$ cat src/rtl/mem_stage.sv
// MEM pipeline stage: drives the data-memory request for loads/stores, aligns
// store lanes, extracts load data and registers the MEM/WB outputs.
module mem_stage (
  input  logic        Clock,
  input  logic        Reset,
  input  logic [31:0] rs2,
  input  logic [4:0]  rd,
  input  logic [31:0] result,
  input  logic        Wmem,
  input  logic        Rmem,
  input  logic        Wreg,
  input  logic [2:0]  func3,
  output logic        dmem_req,
  output logic        dmem_we,
  output logic [31:0] dmem_addr,
  output logic [31:0] dmem_wdata,
  output logic [3:0]  dmem_be,
  input  logic        dmem_ready,
  input  logic        dmem_rvalid,
  input  logic [31:0] dmem_rdata,
  output logic        stall,
  output logic [4:0]  MEM_rd,
  output logic [31:0] MEM_data,
  output logic        MEM_Wreg,
  output logic        MEM_misalign
);

  typedef enum logic [1:0] {S_IDLE, S_REQ, S_WAIT} state_t;

  state_t      state_q, state_d;
  logic [4:0]  rd_q, rd_d;
  logic [31:0] data_q, data_d;
  logic        wreg_q, wreg_d;
  logic        mis_q, mis_d;

  logic        is_store, is_mem, size_ok, misal, bad_op, legal_mem;
  logic [3:0]  lane_be;
  logic [31:0] lane_wdata, rshift, load_data;
  logic        req, ld_done;

  always_comb begin
    is_store = Wmem;
    is_mem   = Wmem | Rmem;
    case (func3)
      3'b000, 3'b001, 3'b010: size_ok = 1'b1;
      3'b100, 3'b101:         size_ok = ~is_store;
      default:                size_ok = 1'b0;
    endcase
    misal     = ((func3[1:0] == 2'b01) && result[0]) ||
                ((func3[1:0] == 2'b10) && (result[1:0] != 2'b00));
    bad_op    = is_mem && (!size_ok || misal);
    legal_mem = is_mem && !bad_op;
  end

  always_comb begin
    lane_be    = 4'b1111;
    lane_wdata = rs2;
    case (func3[1:0])
      2'b00: begin
        lane_be    = 4'b0001 << result[1:0];
        lane_wdata = {4{rs2[7:0]}};
      end
      2'b01: begin
        lane_be    = result[1] ? 4'b1100 : 4'b0011;
        lane_wdata = {2{rs2[15:0]}};
      end
      default: begin
        lane_be    = 4'b1111;
        lane_wdata = rs2;
      end
    endcase
  end

  // Shift the addressed lane down to bit 0, then size/extend.
  always_comb begin
    rshift = dmem_rdata >> {result[1:0], 3'b000};
    case (func3)
      3'b000:  load_data = {{24{rshift[7]}}, rshift[7:0]};
      3'b001:  load_data = {{16{rshift[15]}}, rshift[15:0]};
      3'b100:  load_data = {24'h000000, rshift[7:0]};
      3'b101:  load_data = {16'h0000, rshift[15:0]};
      default: load_data = rshift;
    endcase
  end

  always_comb begin
    state_d = state_q;
    req     = 1'b0;
    stall   = 1'b0;
    ld_done = 1'b0;
    if (!Reset) begin
      case (state_q)
        S_IDLE: begin
          if (legal_mem) begin
            req = 1'b1;
            if (!dmem_ready) begin
              state_d = S_REQ;
              stall   = 1'b1;
            end else if (!is_store) begin
              state_d = S_WAIT;
              stall   = 1'b1;
            end
          end
        end
        S_REQ: begin
          req   = 1'b1;
          stall = 1'b1;
          if (dmem_ready) begin
            if (is_store) begin
              state_d = S_IDLE;
              stall   = 1'b0;
            end else begin
              state_d = S_WAIT;
            end
          end
        end
        S_WAIT: begin
          if (dmem_rvalid) begin
            ld_done = 1'b1;
            state_d = S_IDLE;
          end else begin
            stall = 1'b1;
          end
        end
        default: state_d = S_IDLE;
      endcase
    end
  end

  // Stalled cycles hold data/rd and register a bubble on the control bits.
  always_comb begin
    rd_d   = rd_q;
    data_d = data_q;
    wreg_d = 1'b0;
    mis_d  = 1'b0;
    if (!stall) begin
      rd_d = rd;
      if (ld_done) begin
        data_d = load_data;
        wreg_d = Wreg && (rd != 5'd0);
      end else begin
        data_d = result;
        wreg_d = !is_mem && Wreg && (rd != 5'd0);
        mis_d  = bad_op;
      end
    end
  end

  always_ff @(posedge Clock) begin
    if (Reset) begin
      state_q <= S_IDLE;
      rd_q    <= '0;
      data_q  <= '0;
      wreg_q  <= 1'b0;
      mis_q   <= 1'b0;
    end else begin
      state_q <= state_d;
      rd_q    <= rd_d;
      data_q  <= data_d;
      wreg_q  <= wreg_d;
      mis_q   <= mis_d;
    end
  end

  assign dmem_req     = req;
  assign dmem_we      = req & is_store;
  assign dmem_be      = req ? lane_be : 4'b0000;
  assign dmem_addr    = {result[31:2], 2'b00};
  assign dmem_wdata   = lane_wdata;
  assign MEM_rd       = rd_q;
  assign MEM_data     = data_q;
  assign MEM_Wreg     = wreg_q;
  assign MEM_misalign = mis_q;

endmodule

$ cat config.mk
export PLATFORM = sky130hd
export DESIGN_NAME = mem_stage
export DESIGN_NICKNAME = d
export VERILOG_FILES = /design/src/rtl/mem_stage.sv
export SDC_FILE = /design/constraint.sdc
export NUM_CORES = 1
export LEC_CHECK = 0
export CORE_ASPECT_RATIO = 0.75
export CORE_MARGIN = 3
export CORE_UTILIZATION = 35
export DETAILED_ROUTE_END_ITERATION = 8
export GPL_ROUTABILITY_DRIVEN = 0
export PLACE_DENSITY = 0.92
export SYNTH_ARGS = -nofsm -noshare
export SYNTH_HDL_FRONTEND = slang
export SYNTH_SLANG_ARGS = --single-unit
$ cat constraint.sdc
create_clock -name Clock -period 2.9 [get_ports Clock]
set_input_delay 0.58 -clock Clock [delete_from_list [all_inputs] [get_ports Clock]]
set_output_delay 0.58 -clock Clock [all_outputs]
set_load 0.1 [all_outputs]
* Word level (Yosys, flattened, before mapping)
Cells that the tools add are included.
Operators by class: muxes and demuxes 27, equal/unequal tests 12, shift-type cells 2, reductions and logical operators 22, bitwise gates (word level) 3
Operators with widths (number):
- $pmux 32 s4 | 1
- $pmux 32 s2 | 1
- $mux 32 | 1
- $shr 32x5->32 | 1
- $mux 2 | 6
- $mux 1 | 11
- $mux 4 | 2
- $pmux 4 s2 | 1
- $logic_and 1x1->1 | 7
- $eq 3x3->1 const B | 2
- $ne 2x2->1 const B | 3
- $pmux 2 s3 | 1
- $reduce_or 3->1 | 2
- $reduce_bool 5->1 | 1
- $eq 2x1->1 const B | 2
- $eq 2x2->1 const B | 2
- $logic_not 2->1 | 2
- $pmux 1 s2 | 2
- $reduce_and 4->1 | 1
- $reduce_or 2->1 | 2
- $shl 1x2->4 const A | 1
- $eq 3x1->1 const B | 1
- $eq 3x2->1 const B | 1
- $logic_not 1->1 | 3
- other kinds (8) | 9
Word-level totals: register bits 41, word-level logic and storage cells 71, input port bits 111, output and inout port bits 110

* Longest topological paths before layout
Gate-level depths: netlist of the first run.
depth after elaboration 12, gate-level depth with buffers 8

* Least setup slack after synthesis of the first run
No wires, ideal clock.
path type input-to-output, start point in func3[0], end point out dmem_be[1], slack -1090 ps, path buffers 2, stages on the path 7, data required time 2320 ps, data arrival time 3410 ps, cells stage by stage buf_6 or4_4 a22oi_2 nor2_1 or3_1 buf_2 a21oi_1
On the way: cells in the longest elaborated chain, start to end 12
RTL lines:
- from (decl) | RTL line 12 | input logic [2:0] func3,
- $eq 3x1->1, or another cell as far along | RTL line 44 | case (func3)
- $reduce_or 3->1 / $reduce_or 2->1 (equally long branches) | RTL line 44
- $pmux 1 s2 | RTL line 44
- $logic_not 1->1 | RTL line 51 | bad_op = is_mem && (!size_ok || misal);
- $logic_or 1x1->1 | RTL line 51
- $logic_and 1x1->1 | RTL line 51
- $logic_not 1->1 | RTL line 52 | legal_mem = is_mem && !bad_op;
- $logic_and 1x1->1 | RTL line 52
- $mux 1 | RTL line 94 | if (legal_mem) begin
- $pmux 1 s2 | RTL line 92 | case (state_q)
- $mux 1 | RTL line 91 | if (!Reset) begin
- $mux 4 * | RTL line 167 | assign dmem_be = req ? lane_be : 4'b0000;
- to (decl) | RTL line 17 | output logic [3:0] dmem_be,
Mark *: on every way between the ends. The rest lies on a longest branch, timed or not.

* Final worst setup path of the first run
start point in result[0], end point out dmem_we
On the way: cells in the longest elaborated chain, start to end 11
RTL lines:
- from (decl) | RTL line 8 | input logic [31:0] result,
- $reduce_bool 2->1 | RTL line 50 | ((func3[1:0] == 2'b10) && (result[1:0] != 2'b00));
- $logic_and 1x1->1 | RTL line 50
- $logic_or 1x1->1 * | RTL line 49 | misal = ((func3[1:0] == 2'b01) && result[0]) ||
- $logic_or 1x1->1 * | RTL line 51
- $logic_and 1x1->1 * | RTL line 51
- $logic_not 1->1 * | RTL line 52
- $logic_and 1x1->1 * | RTL line 52
- $mux 1 * | RTL line 94
- $pmux 1 s2 * | RTL line 92
- $mux 1 * | RTL line 91
- $and 1x1->1 * | RTL line 166 | assign dmem_we = req & is_store;
- to (decl) | RTL line 14 | output logic dmem_we,
Marks and branches as above.

==> flow_summary_export.csv, run 1 <==
group,metric,value,unit
cts,ctsHoldBuffers,0,
cts,cts_tree,"done",
worst_setup_path,startpoint_type,"input pin",
global_route,grt_pass1_vias,3600,
worst_setup_path,cp.arrival,2310,ps
sta,rsz0062_at_grt,"yes",
sta,maxSlewHeadroom,0.5494,
synth,synth-seq-cells,41,
cts,cts_buffers,5,
cts,clk-insertion-delay-late,280,ps
sta,hold_slack,484.3,ps
synth,synth_cell_type_count,48,
hold_path,min-delay-start,"MEM_rd[4]$_SDFFE_PP0N_",
pwr,p_int,1437,uW
drt,viasPerCell,5.368,
final_layout,area_growth,79.84,%
sta,layout_min_cycle_time,2886,ps
drt,wire_per_inst,18.71,um
worst_setup_path,setup.worst_path.start,"result[0]",
placed_design,io_buffers,218,
synth,ys_seq_area_frac,0.2700,
floorplan,row_count,28,
drt,drc,0,
global_route,grt_pass1_wl,18680,um
floorplan,die_y,86.72,um
floorplan,fp.dieW,113.6,um
run,drv_cap,0,
sta,hold_viol,0,
cts,cts.path.max_buffers,2,
cts,cts.root.buffer_cell,"clkbuf_16",
sta,final-max-slew-violation-count,0,
pwr,p_sw_frac,0.4767,
sta,skew,2.256,ps
synth,async_flop_share,0,
sta,worst_pin_slew,675.9,ps
synth,ys_top_cells_by_count,"buf_4, dfxtp_1, nand2_1",
cts,path_clk_slew,60,ps
final_layout,diodes,0,
status,outcome,"completed",
synth,synth_edf_count,0,
hold_path,hold_class,"reg2reg",
pwr,switchingPower,1308,uW
final_layout,drive_above_1_share,0.3562,
floorplan,coreArea,8163,um2
synth,netlist_area,3040,um2
drt,first_pass_iters,4,
cts,h-tree-depth,2,
final_layout,postLayoutCoreUtil,0.6698,
pwr,max-vdd-ir-drop,0.0003292,V
placed_design,hpwl,9969,um
synth,synth_cells,367,
pwr,p_leak,0.002396,uW
final_layout,final_nets,663,
floorplan,dieArea,9853,um2
pwr,combinationalPowerShare,0.559,
sta,fmax,346.5,MHz
worst_setup_path,crit_fanout,2,
sta,finalCritPeriodShare,0.9951,
drt,drt_iter0_drc,223,
worst_setup_path,r2r-start,"state_q[1]$_SDFFE_PP0P_",
synth,yosys.area.top_type_share,0.2700,
synth,synth_ff_type,"dfxtp_1",
synth,yosys-top-cells-area,"dfxtp_1, mux2_2, buf_4, a22o_1, mux2i_1",
pwr,sequentialPowerShare,0.232,
global_route,grt_max_degree,38,
global_route,antenna_found_initial,0,
pwr,power_frac_clock,0.209,
global_route,grt_overflow,0,
global_route,grtUsageTotal,0.2387,
drt,finalWirelength,12310,um
sta,setup_viol,0,
worst_setup_path,path_class,"in2out",
drt,vias,3532,
synth,yosys.area.top_type,"dfxtp_1",
pwr,power_density,502.0,nW/um2
floorplan,io_pins,221,
cts,numClockSinks,41,
floorplan,start_util,0.3725,
drt,detail-route-antenna-nets,0,
synth,yosysWarnings,0,
worst_setup_path,cp-end-kind,"primary output",
worst_setup_path,required,2320,ps
synth,avgSynthCellArea,8.285,um2
## worst max-delay path: stages
cell,delay (ps)
buf_6,90
or4_4,530
a22oi_2,200
nor2_1,60
or3_4,340
buf_6,150
inv_12,40
and2_4,140
buf_12,170
## state kept, by name, summed over array words and instances, names as in the netlist
register and flops:
MEM_Wreg 1, MEM_data 32, MEM_misalign 1, MEM_rd 5, state_q 2
## final timing paths
kind / end / slack (ps) / cells past startpoint
hold reg to reg: MEM_rd[4]$_SDFFE_PP0N_ / 480 / 1
setup / recovery: dmem_we / 10 / 9
hold / removal: MEM_rd[4]$_SDFFE_PP0N_ / 480 / 1
setup reg to reg: MEM_data[28]$_SDFFE_PP0N_ / 740 / 6
## metal layers
layer | global-route usage | routed length, um | vias up
met3 | 0.05792 | 925 | 26
li1 | - | - | 1663
met1 | 0.2910 | 5000 | 1668
met4 | 0.07424 | 332 | 0
met2 | 0.4164 | 6054 | 175
met5 | 0 | 0 | -
## power groups by stage
stage	registers [uW]	clock network (uW)	logic (uW)
global placement	646	0	1520
finish	637	574	1530
detailed placement	648	0	1530
floorplan	970	0	738
global route	642	600	1580
CTS	637	579	1540
## logic make-up (layout without fill, tap and decap cells)
kind of cell	count (synthesis)	after routing	share of synthesized area
buffers and inverters	72	257	0.1588
xor gates and xnor gates	1	1	0.002881
DFF	41	41	0.2700
other	1	2	0.001233
AOI/OAI and AO/OA	107	107	0.2506
muxes	48	48	0.1724
and+or+nand+nor	97	97	0.1440
## cell type report
type,instances,area (um2)
Fill cell,642,2695
Timing Repair Buffer,245,2532
Multi-Input combinational cell,255,1803
Sequential cell,41,820.8
Clock buffer,6,138.9
Tap cell,105,131.4
Inverter,4,27.53
Clock inverter,2,13.76
## repair_timing
| item | CTS | global route |
|---|---|---|
| endpoints found under the setup margin | 7 | 6 |
| setup buffers | 1 | 0 |
| pin swaps | 4 | 3 |
| resized for setup | 21 | 2 |
## layout by cell type (no fill, tap or decap), drive strengths merged, types with 3 or more instances in the layout
cell           instances
nor2                  34
a21oi                 27
a22o                  30
clkdlybuf4s50        104
a221oi                 3
inv                    4
dfxtp                 41
clkbuf                 6
o21ai                 25
nand2b                 6
nor3                   8
a211oi                 5
mux2                  32
a221o                  6
buf                  139
nand2                 36
mux2i                 16
## metrics by stage
step                setup TNS, ps  power, uW  cell area (um2)  instances  setup WS, ps
detailed placement          -3210       2180             5298        649        -387.5
floorplan                   -2233       1709             3114        368        -262.2
global route               -127.2       2824             5468        658        -44.50
CTS                        -205.8       2753             5463        658        -63.89
global placement            -1985       2162             5298        649        -339.7
finish                          0       2745             5468        658         14.19
Power figures use the tool's default switching activity.
==> inputs of run 2 (changes only) <==
CELL_PAD_IN_SITES_DETAIL_PLACEMENT = 1   (was unset)
CELL_PAD_IN_SITES_GLOBAL_PLACEMENT = 1   (was unset)
CORE_UTILIZATION = 24   (was 35)
CTS_CLUSTER_SIZE = 16   (was unset)
PLACE_DENSITY = 0.93   (was 0.92)
==> run 2 against run 1 <==
  * The flow now finishes with violations (setup timing)
  * Utilization fell by 20 points
  * Largest power group unchanged
  * Clock skew up 3.7 ps
  * Via count is 0.99% higher
  * Total power increased by 7.4%
  * Largest cell class unchanged
  * Sequential power is essentially flat
  * Global-route usage fell by 3.3 points
==> flow_summary_export.csv, run 2 (synthesized netlist as in run 1, its figures left out) <==
group,metric,value,unit
final_layout,drive_above_1_share,0.3607,
worst_setup_path,ff2ff_path_depth,6,
worst_setup_path,startpoint_type,"input pin",
worst_setup_path,path_class,"in2out",
status,violations,"setup timing",
global_route,grt_max_degree,38,
sta,layout_setup_ws,-0.4099,ps
cts,numClockSinks,41,
sta,layout_min_cycle_time,2900,ps
sta,maxSlewHeadroom,0.5619,
cts,path_clk_slew,60,ps
drt,finalWirelength,15020,um
drt,first_pass_iters,4,
sta,worst_pin_slew,648.9,ps
floorplan,io_pins,221,
final_layout,diodes,0,
sta,setup_viol,1,
worst_setup_path,crit_fanout,6,
floorplan,fp.dieW,136.0,um
sta,fmax,344.8,MHz
sta,final-max-slew-violation-count,0,
pwr,power_density,522.6,nW/um2
floorplan,die_y,103.5,um
final_layout,final_nets,670,
drt,drt_iter0_drc,144,
sta,hold_slack,475.5,ps
cts,ctsHoldBuffers,0,
pwr,p_sw_frac,0.4584,
placed_design,hpwl,12290,um
global_route,grt_pass1_wl,22310,um
worst_setup_path,r2r-start,"state_q[1]$_SDFFE_PP0P_",
hold_path,holdPathStages,1,
cts,cts.root.buffer_cell,"clkbuf_16",
pwr,sequentialPowerShare,0.216,
final_layout,largest_reg_flops,32,
floorplan,dieArea,14070,um2
sta,finalCritPeriodShare,1.000,
drt,viasPerCell,4.940,
placed_design,io_buffers,218,
cts,cts.path.max_buffers,2,
pwr,p_leak,0.002450,uW
pwr,combinationalPowerShare,0.529,
cts,clk-insertion-delay-late,290,ps
worst_setup_path,cp-end-kind,"primary output",
global_route,antenna_found_initial,0,
final_layout,area_growth,85.51,%
pwr,power_frac_clock,0.255,
floorplan,row_count,34,
sta,rsz0062_at_grt,"yes",
drt,drc,0,
status,outcome,"complete, but fails checks",
pwr,switchingPower,1351,uW
pwr,max-vdd-ir-drop,0.0002092,V
sta,hold_viol,0,
cts,h-tree-depth,2,
hold_path,min-delay-start,"MEM_data[15]$_SDFFE_PP0N_",
placed_design,postPlaceCellArea,5429,um2
cts,cts_tree,"done",
cts,cts_buffers,5,
global_route,grt_pass1_vias,3932,
final_layout,most-common-layout-cells,"buf_4, clkdlybuf4s50_1, dfxtp_1",
final_layout,layout_commonest_cell,"buf_4",
drt,detail-route-antenna-nets,0,
global_route,grtUsageTotal,0.2060,
drt,vias,3567,
floorplan,coreArea,12000,um2
hold_path,hold_class,"reg2reg",
run,drv_cap,0,
sta,skew,5.976,ps
worst_setup_path,cp.arrival,2320,ps
global_route,grt_overflow,0,
drt,wire_per_inst,20.80,um
hold_path,whs_endpoint,"MEM_data[15]$_SDFFE_PP0N_",
pwr,p_int,1596,uW
floorplan,start_util,0.2534,
worst_setup_path,required,2320,ps
worst_setup_path,regToRegEndpoint,"MEM_data[14]$_SDFFE_PP0N_",
worst_setup_path,r2r_slack,1010,ps
final_layout,stdcell_area,5640,um2
==> run 2: changes by cell type in the layout (fill, tap and decap cells not counted), sizes merged <==
| cell | delta |
|---|---|
| clkbuf | -1 |
| inv | +1 |
| clkdlybuf4s15 | +1 |
| bufinv | +2 |
| buf | +6 |
| clkinv | -2 |
==> run 2: per-layer routing <==
metal  part of all wire  GRT usage  routed length [um]  vias to the layer above
li1                   -          -                   -                     1677
met1               0.42     0.2444                6334                     1736
met2               0.50     0.3761                7532                      125
met3              0.049    0.04207                 735                       29
met4              0.028    0.06816                 414                        0
met5                  0          0                   0                        -
==> run 2: worst max-delay path by stage <==
stage | startpoint | to | slack, ps | depth (start not counted)
detailed placement | func3[0] | dmem_we | -400 | 9
floorplan | func3[1] | dmem_wdata[26] | -260 | 4
CTS | func3[2] | dmem_we | -100 | 8
global route | func3[0] | dmem_we | -50 | 9
finish | result[0] | dmem_we | -0.4 | 8
global placement | func3[0] | dmem_we | -340 | 9
==> run 2: final cells by class <==
type / instances / area, um2
Clock buffer: 5 / 125.1
Clock inverter: 3 / 68.82
Fill cell: 1363 / 6356
Inverter: 4 / 27.53
Multi-Input combinational cell: 255 / 1800
Sequential cell: 41 / 820.8
Tap cell: 162 / 202.7
Timing Repair Buffer: 252 / 2595
==> run 2: what timing repair did <==
item	in CTS	in global routing
pin swaps	4	5
gates resized for setup	16	3
setup buffers	2	2
setup endpoints to repair	7	14
==> run 2: power by group through the flow <==
stage               combinational, uW  sequential [uW]  clock, uW
global placement                 1540              647          0
floorplan                         738              970          0
global route                     1610              644        798
CTS                              1560              638        774
finish                           1560              638        751
detailed placement               1560              650          0
==> run 2: worst max-delay path: stages <==
cell	delay, ps
buf_6	90
or4_4	540
a22oi_2	190
nor2_1	60
or3_4	450
inv_12	80
and2_4	150
buf_12	170
==> run 2: stage by stage <==
step	utilization	cells	setup TNS [ps]	setup WS, ps	power [uW]
floorplan	-	368	-2233	-262.2	1709
global placement	0.4525	711	-1982	-342.9	2184
detailed placement	0.4525	711	-5858	-397.2	2212
CTS	0.4680	720	-315.2	-96.69	2975
global route	0.4702	722	-84.85	-45.64	3053
finish	0.4702	722	-0.4099	-0.4099	2947
==> inputs of run 3 (changes only) <==
SLEW_MARGIN = 0   (was unset)
==> results of run 3 <==
The final DEF is identical to that of run 2; final timing and power are the same.
